[src/rtl/neuron_pkg.sv]
// Shared sizing constants and controller state encoding for the threshold neuron.
package neuron_pkg;

  localparam int DATA_W = 8;
  localparam int THR_W  = 16;
  localparam int N_TAPS = 64;
  localparam int ACC_W  = 2*DATA_W + $clog2(N_TAPS);

  typedef enum logic [2:0] {
    IDLE     = 3'd0,
    LOAD_THR = 3'd1,
    ACCUM    = 3'd2,
    DRAIN    = 3'd3,
    RESULT   = 3'd4
  } state_t;

endpackage

[src/rtl/mac_pipe.sv]
// Two-stage multiply-accumulate: registered signed product, then accumulate with tap count.
module mac_pipe #(
  parameter int DATA_W = 8,
  parameter int ACC_W  = 22,
  parameter int CNT_W  = 7
) (
  input  logic                     clk,
  input  logic                     rst_n,
  input  logic                     clr,
  input  logic                     tap_en,
  input  logic signed [DATA_W-1:0] data_in,
  input  logic signed [DATA_W-1:0] weight_in,
  output logic                     prod_v,
  output logic [CNT_W-1:0]         tap_cnt,
  output logic signed [ACC_W-1:0]  acc
);

  localparam int PROD_W = 2*DATA_W;

  logic signed [PROD_W-1:0] prod_q, prod_d;
  logic                     prod_v_q, prod_v_d;
  logic signed [ACC_W-1:0]  acc_q, acc_d;
  logic [CNT_W-1:0]         tap_cnt_q, tap_cnt_d;

  always_comb begin
    prod_d    = prod_q;
    prod_v_d  = tap_en;
    acc_d     = acc_q;
    tap_cnt_d = tap_cnt_q;
    if (tap_en) begin
      prod_d = data_in * weight_in;
    end
    if (prod_v_q) begin
      acc_d     = acc_q + {{(ACC_W-PROD_W){prod_q[PROD_W-1]}}, prod_q};
      tap_cnt_d = tap_cnt_q + CNT_W'(1);
    end
    if (clr) begin
      prod_d    = '0;
      prod_v_d  = 1'b0;
      acc_d     = '0;
      tap_cnt_d = '0;
    end
  end

  always_ff @(posedge clk or negedge rst_n) begin
    if (!rst_n) begin
      prod_q    <= '0;
      prod_v_q  <= 1'b0;
      acc_q     <= '0;
      tap_cnt_q <= '0;
    end else begin
      prod_q    <= prod_d;
      prod_v_q  <= prod_v_d;
      acc_q     <= acc_d;
      tap_cnt_q <= tap_cnt_d;
    end
  end

  assign prod_v  = prod_v_q;
  assign tap_cnt = tap_cnt_q;
  assign acc     = acc_q;

endmodule

[src/rtl/mac_threshold_unit.sv]
// Threshold neuron: loads a 16-bit threshold in two beats, accumulates N_TAPS products,
// and reports the sum plus a compare-against-threshold result with a valid/ack handshake.
module mac_threshold_unit
  import neuron_pkg::*;
#(
  parameter int N_TAPS = neuron_pkg::N_TAPS,
  parameter int DATA_W = neuron_pkg::DATA_W,
  parameter int THR_W  = neuron_pkg::THR_W,
  localparam int ACC_W = 2*DATA_W + $clog2(N_TAPS)
) (
  input  logic                     clk,
  input  logic                     rst_n,
  input  logic                     rst_mem,
  input  logic                     mul_mem_en,
  input  logic                     ac_mem_en,
  input  logic                     threshold_ready,
  input  logic                     output_ready,
  input  logic signed [DATA_W-1:0] data_in,
  input  logic signed [DATA_W-1:0] weight_in,
  input  logic [7:0]               thr_byte,
  input  logic                     out_ack,
  output logic signed [ACC_W-1:0]  acc_out,
  output logic                     neuron_out,
  output logic                     out_valid,
  output logic                     overrun
);

  localparam int CNT_W = $clog2(N_TAPS) + 1;

  state_t                  state_q, state_d;
  logic [THR_W-1:0]        thr_q, thr_d;
  logic signed [ACC_W-1:0] acc_out_q, acc_out_d;
  logic                    neuron_out_q, neuron_out_d;
  logic                    out_valid_q, out_valid_d;
  logic                    overrun_q, overrun_d;

  logic                    prod_v;
  logic [CNT_W-1:0]        tap_cnt;
  logic signed [ACC_W-1:0] acc;
  logic                    tap_req, tap_room, tap_en;
  logic signed [ACC_W-1:0] thr_ext;

  // A tap still in the product stage already owns a slot, so it counts toward the limit.
  assign tap_req  = (state_q == ACCUM) && mul_mem_en && ac_mem_en;
  assign tap_room = (int'(tap_cnt) + int'(prod_v)) < N_TAPS;
  assign tap_en   = tap_req && tap_room && !rst_mem;
  assign thr_ext  = {{(ACC_W-THR_W){thr_q[THR_W-1]}}, thr_q};

  mac_pipe #(
    .DATA_W (DATA_W),
    .ACC_W  (ACC_W),
    .CNT_W  (CNT_W)
  ) u_pipe (
    .clk       (clk),
    .rst_n     (rst_n),
    .clr       (rst_mem),
    .tap_en    (tap_en),
    .data_in   (data_in),
    .weight_in (weight_in),
    .prod_v    (prod_v),
    .tap_cnt   (tap_cnt),
    .acc       (acc)
  );

  always_comb begin
    state_d      = state_q;
    thr_d        = thr_q;
    acc_out_d    = acc_out_q;
    neuron_out_d = neuron_out_q;
    out_valid_d  = out_valid_q;
    overrun_d    = overrun_q | (tap_req && !tap_room);
    unique case (state_q)
      IDLE: begin
        if (threshold_ready) begin
          thr_d   = THR_W'(thr_byte);
          state_d = LOAD_THR;
        end
      end
      LOAD_THR: begin
        thr_d   = {(threshold_ready ? thr_byte : 8'h00), thr_q[7:0]};
        state_d = ACCUM;
      end
      ACCUM: begin
        if (output_ready) state_d = DRAIN;
      end
      DRAIN: begin
        if (!prod_v) begin
          acc_out_d    = acc;
          neuron_out_d = (acc >= thr_ext);
          out_valid_d  = 1'b1;
          state_d      = RESULT;
        end
      end
      RESULT: begin
        if (out_ack) begin
          out_valid_d = 1'b0;
          state_d     = IDLE;
        end
      end
      default: state_d = IDLE;
    endcase
    if (rst_mem) begin
      state_d      = IDLE;
      thr_d        = '0;
      acc_out_d    = '0;
      neuron_out_d = 1'b0;
      out_valid_d  = 1'b0;
      overrun_d    = 1'b0;
    end
  end

  always_ff @(posedge clk or negedge rst_n) begin
    if (!rst_n) begin
      state_q      <= IDLE;
      thr_q        <= '0;
      acc_out_q    <= '0;
      neuron_out_q <= 1'b0;
      out_valid_q  <= 1'b0;
      overrun_q    <= 1'b0;
    end else begin
      state_q      <= state_d;
      thr_q        <= thr_d;
      acc_out_q    <= acc_out_d;
      neuron_out_q <= neuron_out_d;
      out_valid_q  <= out_valid_d;
      overrun_q    <= overrun_d;
    end
  end

  assign acc_out    = acc_out_q;
  assign neuron_out = neuron_out_q;
  assign out_valid  = out_valid_q;
  assign overrun    = overrun_q;

endmodule

[config.mk]
export PLATFORM = sky130hd
export DESIGN_NAME = mac_threshold_unit
export DESIGN_NICKNAME = d
export VERILOG_FILES = /design/src/rtl/neuron_pkg.sv /design/src/rtl/mac_pipe.sv /design/src/rtl/mac_threshold_unit.sv
export SDC_FILE = /design/constraint.sdc
export NUM_CORES = 1
export LEC_CHECK = 0
export CAP_MARGIN = 20
export CORE_AREA = 2 2 117 119
export CTS_CLUSTER_DIAMETER = 30
export DETAILED_ROUTE_END_ITERATION = 8
export DIE_AREA = 0 0 119 121
export PLACE_DENSITY = 0.8
export REMOVE_ABC_BUFFERS = 1
export SYNTH_ARGS = -nofsm -noshare
export SYNTH_HDL_FRONTEND = slang
export SYNTH_SLANG_ARGS = --single-unit
[constraint.sdc]
create_clock -name clk -period 2.94 [get_ports clk]
set_input_delay 0.588 -clock clk [delete_from_list [all_inputs] [get_ports clk]]
set_output_delay 0.588 -clock clk [all_outputs]
set_load 0.1 [all_outputs]
[Yosys cells after proc, flatten, opt, wreduce, memory -nomap -nowiden]
Cells that the tools add are included.
Storage, ports and cells
  register bits: 90
  input bits: 32
  output and inout port bits: 25
  word-level logic and storage cells: 76
Operators by class
  add/sub/neg operators: 3
  multipliers: 1
  order comparisons: 2
  equal/unequal tests: 10
  multiplexer cells: 28
  bitwise logic cells: 1
  reduce and logical (&&, ||, !) cells: 20
Operator list (number)
  $mux W22: 5
  $mux W16: 4
  $pmux W16 S2: 1
  $add A22 B22 Y22: 1
  $ge A22 B16 Y1: 1
  $mul A8 B8 Y16: 1
  $mux W3: 5
  $pmux W3 S5: 1
  $mux W7: 2
  $ne A3 B3 Y1 const B: 4
  $reduce_bool A2 Y1: 5
  $add A7 B1 Y8: 1
  $lt A8 B7 Y1 const B: 1
  $mux W1: 8
  $mux W8: 1
  $add A7 B1 Y7 const B: 1
  $eq A3 B2 Y1 const B: 2
  $reduce_and A3 Y1: 2
  $reduce_bool A3 Y1: 2
  $logic_and A1 B1 Y1: 5
  $ne A2 B2 Y1 const B: 2
  $reduce_and A2 Y1: 2
  $reduce_and A4 Y1: 1
  $eq A3 B1 Y1 const B: 1
  5 further kinds: 6

[Depth between registers and ports, before layout]
Gate-level depths: netlist of the first run.
  word-level depth: 7
  depth in mapped cells: 18
  gate-level depth less buffers: 18

[By module]
Synthesis of the first run repeated with hierarchy kept, for this count alone.
Second synthesis, totals
  cell total of the unflattened synthesis: 846
  area total of the unflattened synthesis: 7861.3 um2
Modules (own cells, without submodules)
  mac_pipe: instances 1, cells each 581, area an instance 5469.0 um2, seq. area each 1151.1 um2
  mac_threshold_unit: instances 1, cells each 265, area an instance 2392.3 um2, seq. area each 1101.1 um2

[Worst setup path before layout of the first run]
OpenSTA, ideal clock, no wires.
  path kind: input to register
  start point: input port weight_in[3]
  end point: register u_pipe.prod_q[15]
  setup time: 0.137 ns
  arrival time: 4.324 ns
  required time: 2.803 ns
  setup slack: -1.521 ns
  cell stages on the path: 15
  path buffers: 0
  cells stage by stage: and2_1 fa_1 inv_1 fa_1 inv_1 fa_1 inv_1 fa_1 inv_1 ha_1 and3_1 a211oi_1 a21oi_1 xnor2_1 a21oi_1
Between the ends
  cells in the longest elaborated chain, start to end: 3
RTL lines
  start: declaration: RTL line mac_threshold_unit.sv:19  | input logic signed [DATA_W-1:0] weight_in,
  $mul A8 B8 Y16: RTL line mac_pipe.sv:31  | prod_d = data_in * weight_in;
  $mux W16: RTL line mac_pipe.sv:30  | if (tap_en) begin
  $mux W16: RTL line mac_pipe.sv:37  | if (clr) begin
  end signal: assignment: RTL line mac_pipe.sv:52  | prod_q <= prod_d;
  end: declaration: RTL line mac_pipe.sv:20  | logic signed [PROD_W-1:0] prod_q, prod_d;
No other way between the ends. The select of a mux whose other input is x is not followed.
A chain may end at the register's enable or synchronous reset.

[Final worst setup path of the first run]
  start point: input port weight_in[2]
  end point: register u_pipe.prod_q[13]
The elaborated chain is that of the path after synthesis.

==> flow_metrics.py, run 1 <==
metrics = {
    "route": {
        "num_vias": 6415,
        "routedWlPerCell_um": 15.30,
        "route.detailed.drc": 0,
        "drt-initial-drc-count": 465,
        "dr.pass1.iters": 4,
        "ant_nets": 0,
        "drt_wl_total_um": 17860,
        "post_drt_via_cell_ratio": 5.497,
    },
    "critical_path": {
        "crit_required_ns": 3.21,
        "reg2reg_depth": 10,
        "critPathSlowestCell": "fa_1",
        "cp-endpoint": "u_pipe.prod_q[13]$_DFFE_PN0P_",
        "rrSetupSlack_ns": 0.34,
        "endpoint_kind": "flop",
        "crit_path_cell_trace": "buf_8, and2_4, fa_1, inv_1, fa_1, inv_2, fa_1, inv_2, fa_1, inv_2, ha_4, buf_6, a21oi_4, o21ai_2, a211oi_2, buf_4, xnor2_2, nand2_1, a21oi_2",
        "crit_top_cell": "fa_1",
        "worstPathMaxFanout": 4,
        "crit_type": "in -> reg",
        "worst_path_largest_cell_delay_ns": 0.56,
        "worstSetupStartpointType": "primary input",
        "cp.arrival_ns": 4.52,
        "r2r-start": "u_pipe.acc[0]$_DFFE_PN0P_",
        "reg2reg_to": "u_pipe.acc[18]$_DFFE_PN0P_",
        "setup.worst_path.start": "weight_in[2]",
    },
    "logic_synthesis": {
        "synth-simple-area-share": 0.1806,
        "syn_inst": 870,
        "synth_seq_cells": 90,
        "synthArstFlopShare": 1.000,
        "synth_edf_count": 0,
        "yosysTopAreaCell": "dfrtp_1",
        "synth.yosys.seq_area_share": 0.2931,
        "synth_adder_area_share": 0.2648,
        "synth_top_cell_area_share": 0.2931,
        "synth_xor_area_frac": 0.03762,
        "yosysWarnings": 0,
        "synth_area_per_cell_um2": 8.832,
        "yosysUniqueCellTypes": 49,
        "ys.flop_type": "dfrtp_1",
        "synth_compound_area_frac": 0.1378,
        "syn-cell-area_um2": 7684,
        "synthMuxAreaShare": 0.01840,
        "synth_top_family_by_area": "adder cells",
        "yosys-top-cells-area": "dfrtp_1, fa_1, ha_1, nand2_1, inv_1",
    },
    "global_routing": {
        "grt_use_total": 0.2618,
        "grt_max_degree": 53,
        "grt_pass1_wl_um": 30760,
        "first_global_vias": 6627,
        "antenna_found_initial": 0,
        "overflow": 0,
    },
    "final_layout": {
        "area_growth_pct": 24.59,
        "fillers": 890,
        "final_cells": 1167,
        "num_antenna_cells": 0,
        "final_core_util": 0.7316,
        "final_cell_mix": "nand2_1, inv_1, buf_4",
        "drive_gt1_frac": 0.2250,
        "multi_input_area_um2": 5248,
        "nets": 1148,
        "seqCellArea_um2": 2252,
        "layout_commonest_cell": "nand2_1",
    },
    "clocking": {
        "clk_path_buf_depth": 2,
        "clkLatencyLatePin_ns": 0.34,
        "cts.reportedPaths.clkPinSlew_ns": 0.07,
        "cts_tree": "built",
        "root_buffer": "clkbuf_16",
        "cts_made_buffers": 9,
        "cts_sinks": 90,
        "htree_num_levels": 3,
        "hold_buffers": 0,
    },
    "power": {
        "p_leak_nw": 4.630,
        "powerDensity_nw_per_um2": 588.7,
        "peakVddDrop_mv": 0.3652,
    },
    "sta": {
        "finalSetupViolCount": 11,
        "setup_ws_ns": -1.304,
        "rsz0062_at_grt": "yes",
        "finClkSkew_ns": 0.007026,
        "slew_violations": 0,
        "hold_viol": 0,
        "timing.final.crit_period_ns": 4.244,
        "finalSetupTns_ns": -11.27,
        "slew_headroom": 0.4376,
        "worst_pin_slew_ns": 0.8437,
        "clock.fmax_ghz": 0.2356,
        "period_share": 1.444,
    },
    "status": {
        "status": "finished, violations left",
        "violations": "setup timing",
    },
    "floorplan": {
        "ios": 57,
        "core_um2": 13090,
        "die-area_um2": 14400,
        "initial_core_util": 0.5872,
        "rows": 42,
        "die_w_um": 119,
        "die_y_um": 121,
    },
    "job": {
        "cap_violations": 0,
    },
    "worst_hold_path": {
        "hold_path_class": "in -> async",
    },
    "placed_design": {
        "hpwl_um": 12940,
        "gp_congestion": 0.8681,
        "pre_cts_ws_ns": -2.280,
        "dp_cells": 1137,
        "port_buffers": 56,
    },
}
==> Yosys cell counts (14+ instances only) <==
cell type,number
inv_1,111
nor2_1,62
dfrtp_1,90
nand3_1,14
xnor2_1,23
a21o_1,15
a21oi_1,81
clkbuf_1,22
and2_1,47
nand2_1,116
ha_1,73
fa_1,56
o21ai_1,14
==> state kept, by name, indices dropped and copies added, names as in the netlist <==
name and count:
u_pipe.prod_q 16, acc_out 22, overrun 1, thr_q 16
u_pipe.acc 22, out_valid 1, u_pipe.prod_v 1, state_q 3
neuron_out 1, u_pipe.tap_cnt 7
==> critical path, delay by kind of cell <==
| family | cells | cell delay, ns |
|---|---|---|
| xor+xnor | 1 | 0.10 |
| buf+inv | 7 | 0.59 |
| fa+ha+maj | 5 | 2.35 |
| simple gates | 2 | 0.23 |
| compound gates | 4 | 0.67 |
==> what timing repair did <==
item	in CTS	in global routing
resized for setup	136	50
pin swaps	65	43
setup buffers	14	7
setup endpoints to repair	12	11
==> logic make-up (layout without fill, tap and decap cells) <==
| family | count (synthesis) | after routing |
|---|---|---|
| mux | 14 | 14 |
| fa+ha+maj | 129 | 129 |
| buf+inv | 138 | 259 |
| flops | 90 | 90 |
| simple gates | 292 | 292 |
| xor+xnor | 33 | 33 |
| compound gates | 174 | 174 |
==> area by class of cell <==
type / instances / share of cell area
multi-input cells: 642 / 0.5482
inverters: 111 / 0.04352
well taps: 176 / 0.02300
flip-flops and latches: 90 / 0.2353
repair buffers: 133 / 0.1171
clock buffers: 9 / 0.02353
clock inverters: 6 / 0.009411
==> power breakdown <==
part | leakage, nW | switching, mW | internal (mW)
clock | 0.152 | 0.488 | 0.743
sequential | 1.25 | 0.0246 | 1.27
combinational | 3.23 | 1.50 | 1.61
total | 4.63 | 2.01 | 3.62
==> per-stage QoR <==
stage	hold slack, ns	cell area [µm²]	total power, mW
3_3_place_gp	0.4858	8773	3.518
5_1_grt	0.2329	9573	6.024
3_5_place_dp	0.4896	8773	3.625
2_1_floorplan	0.2924	7580	2.793
4_1_cts	0.2229	9364	5.358
6_report	0.1979	9573	5.636
==> worst min-delay path by stage <==
stage / startpoint / endpoint / slack [ns] / cells after the start
2_1_floorplan: rst_n / acc_out[0]$_DFFE_PN0P_ / 0.29 / 0
6_report: rst_n / state_q[0]$_DFFE_PN0P_ / 0.20 / 1
4_1_cts: rst_n / state_q[0]$_DFFE_PN0P_ / 0.22 / 1
3_5_place_dp: overrun$_DFF_PN0_ / overrun$_DFF_PN0_ / 0.49 / 2
3_3_place_gp: overrun$_DFF_PN0_ / overrun$_DFF_PN0_ / 0.49 / 2
5_1_grt: rst_n / state_q[0]$_DFFE_PN0P_ / 0.23 / 1
==> per-layer routing <==
| metal | up-vias | track usage | wire length, µm |
|---|---|---|---|
| met3 | 44 | 0.02914 | 556 |
| met2 | 153 | 0.4695 | 9262 |
| li1 | 3111 | - | - |
| met1 | 3107 | 0.3252 | 7505 |
| met4 | 0 | 0.1004 | 536 |
| met5 | - | 0 | 0 |
Power figures use the tool's default switching activity.
==> run 2: changes to the inputs <==
ABC_CLOCK_PERIOD_IN_PS = 2940   (was default)
==> results of run 2 <==
Final layout, timing and power as in run 1 (identical DEF).
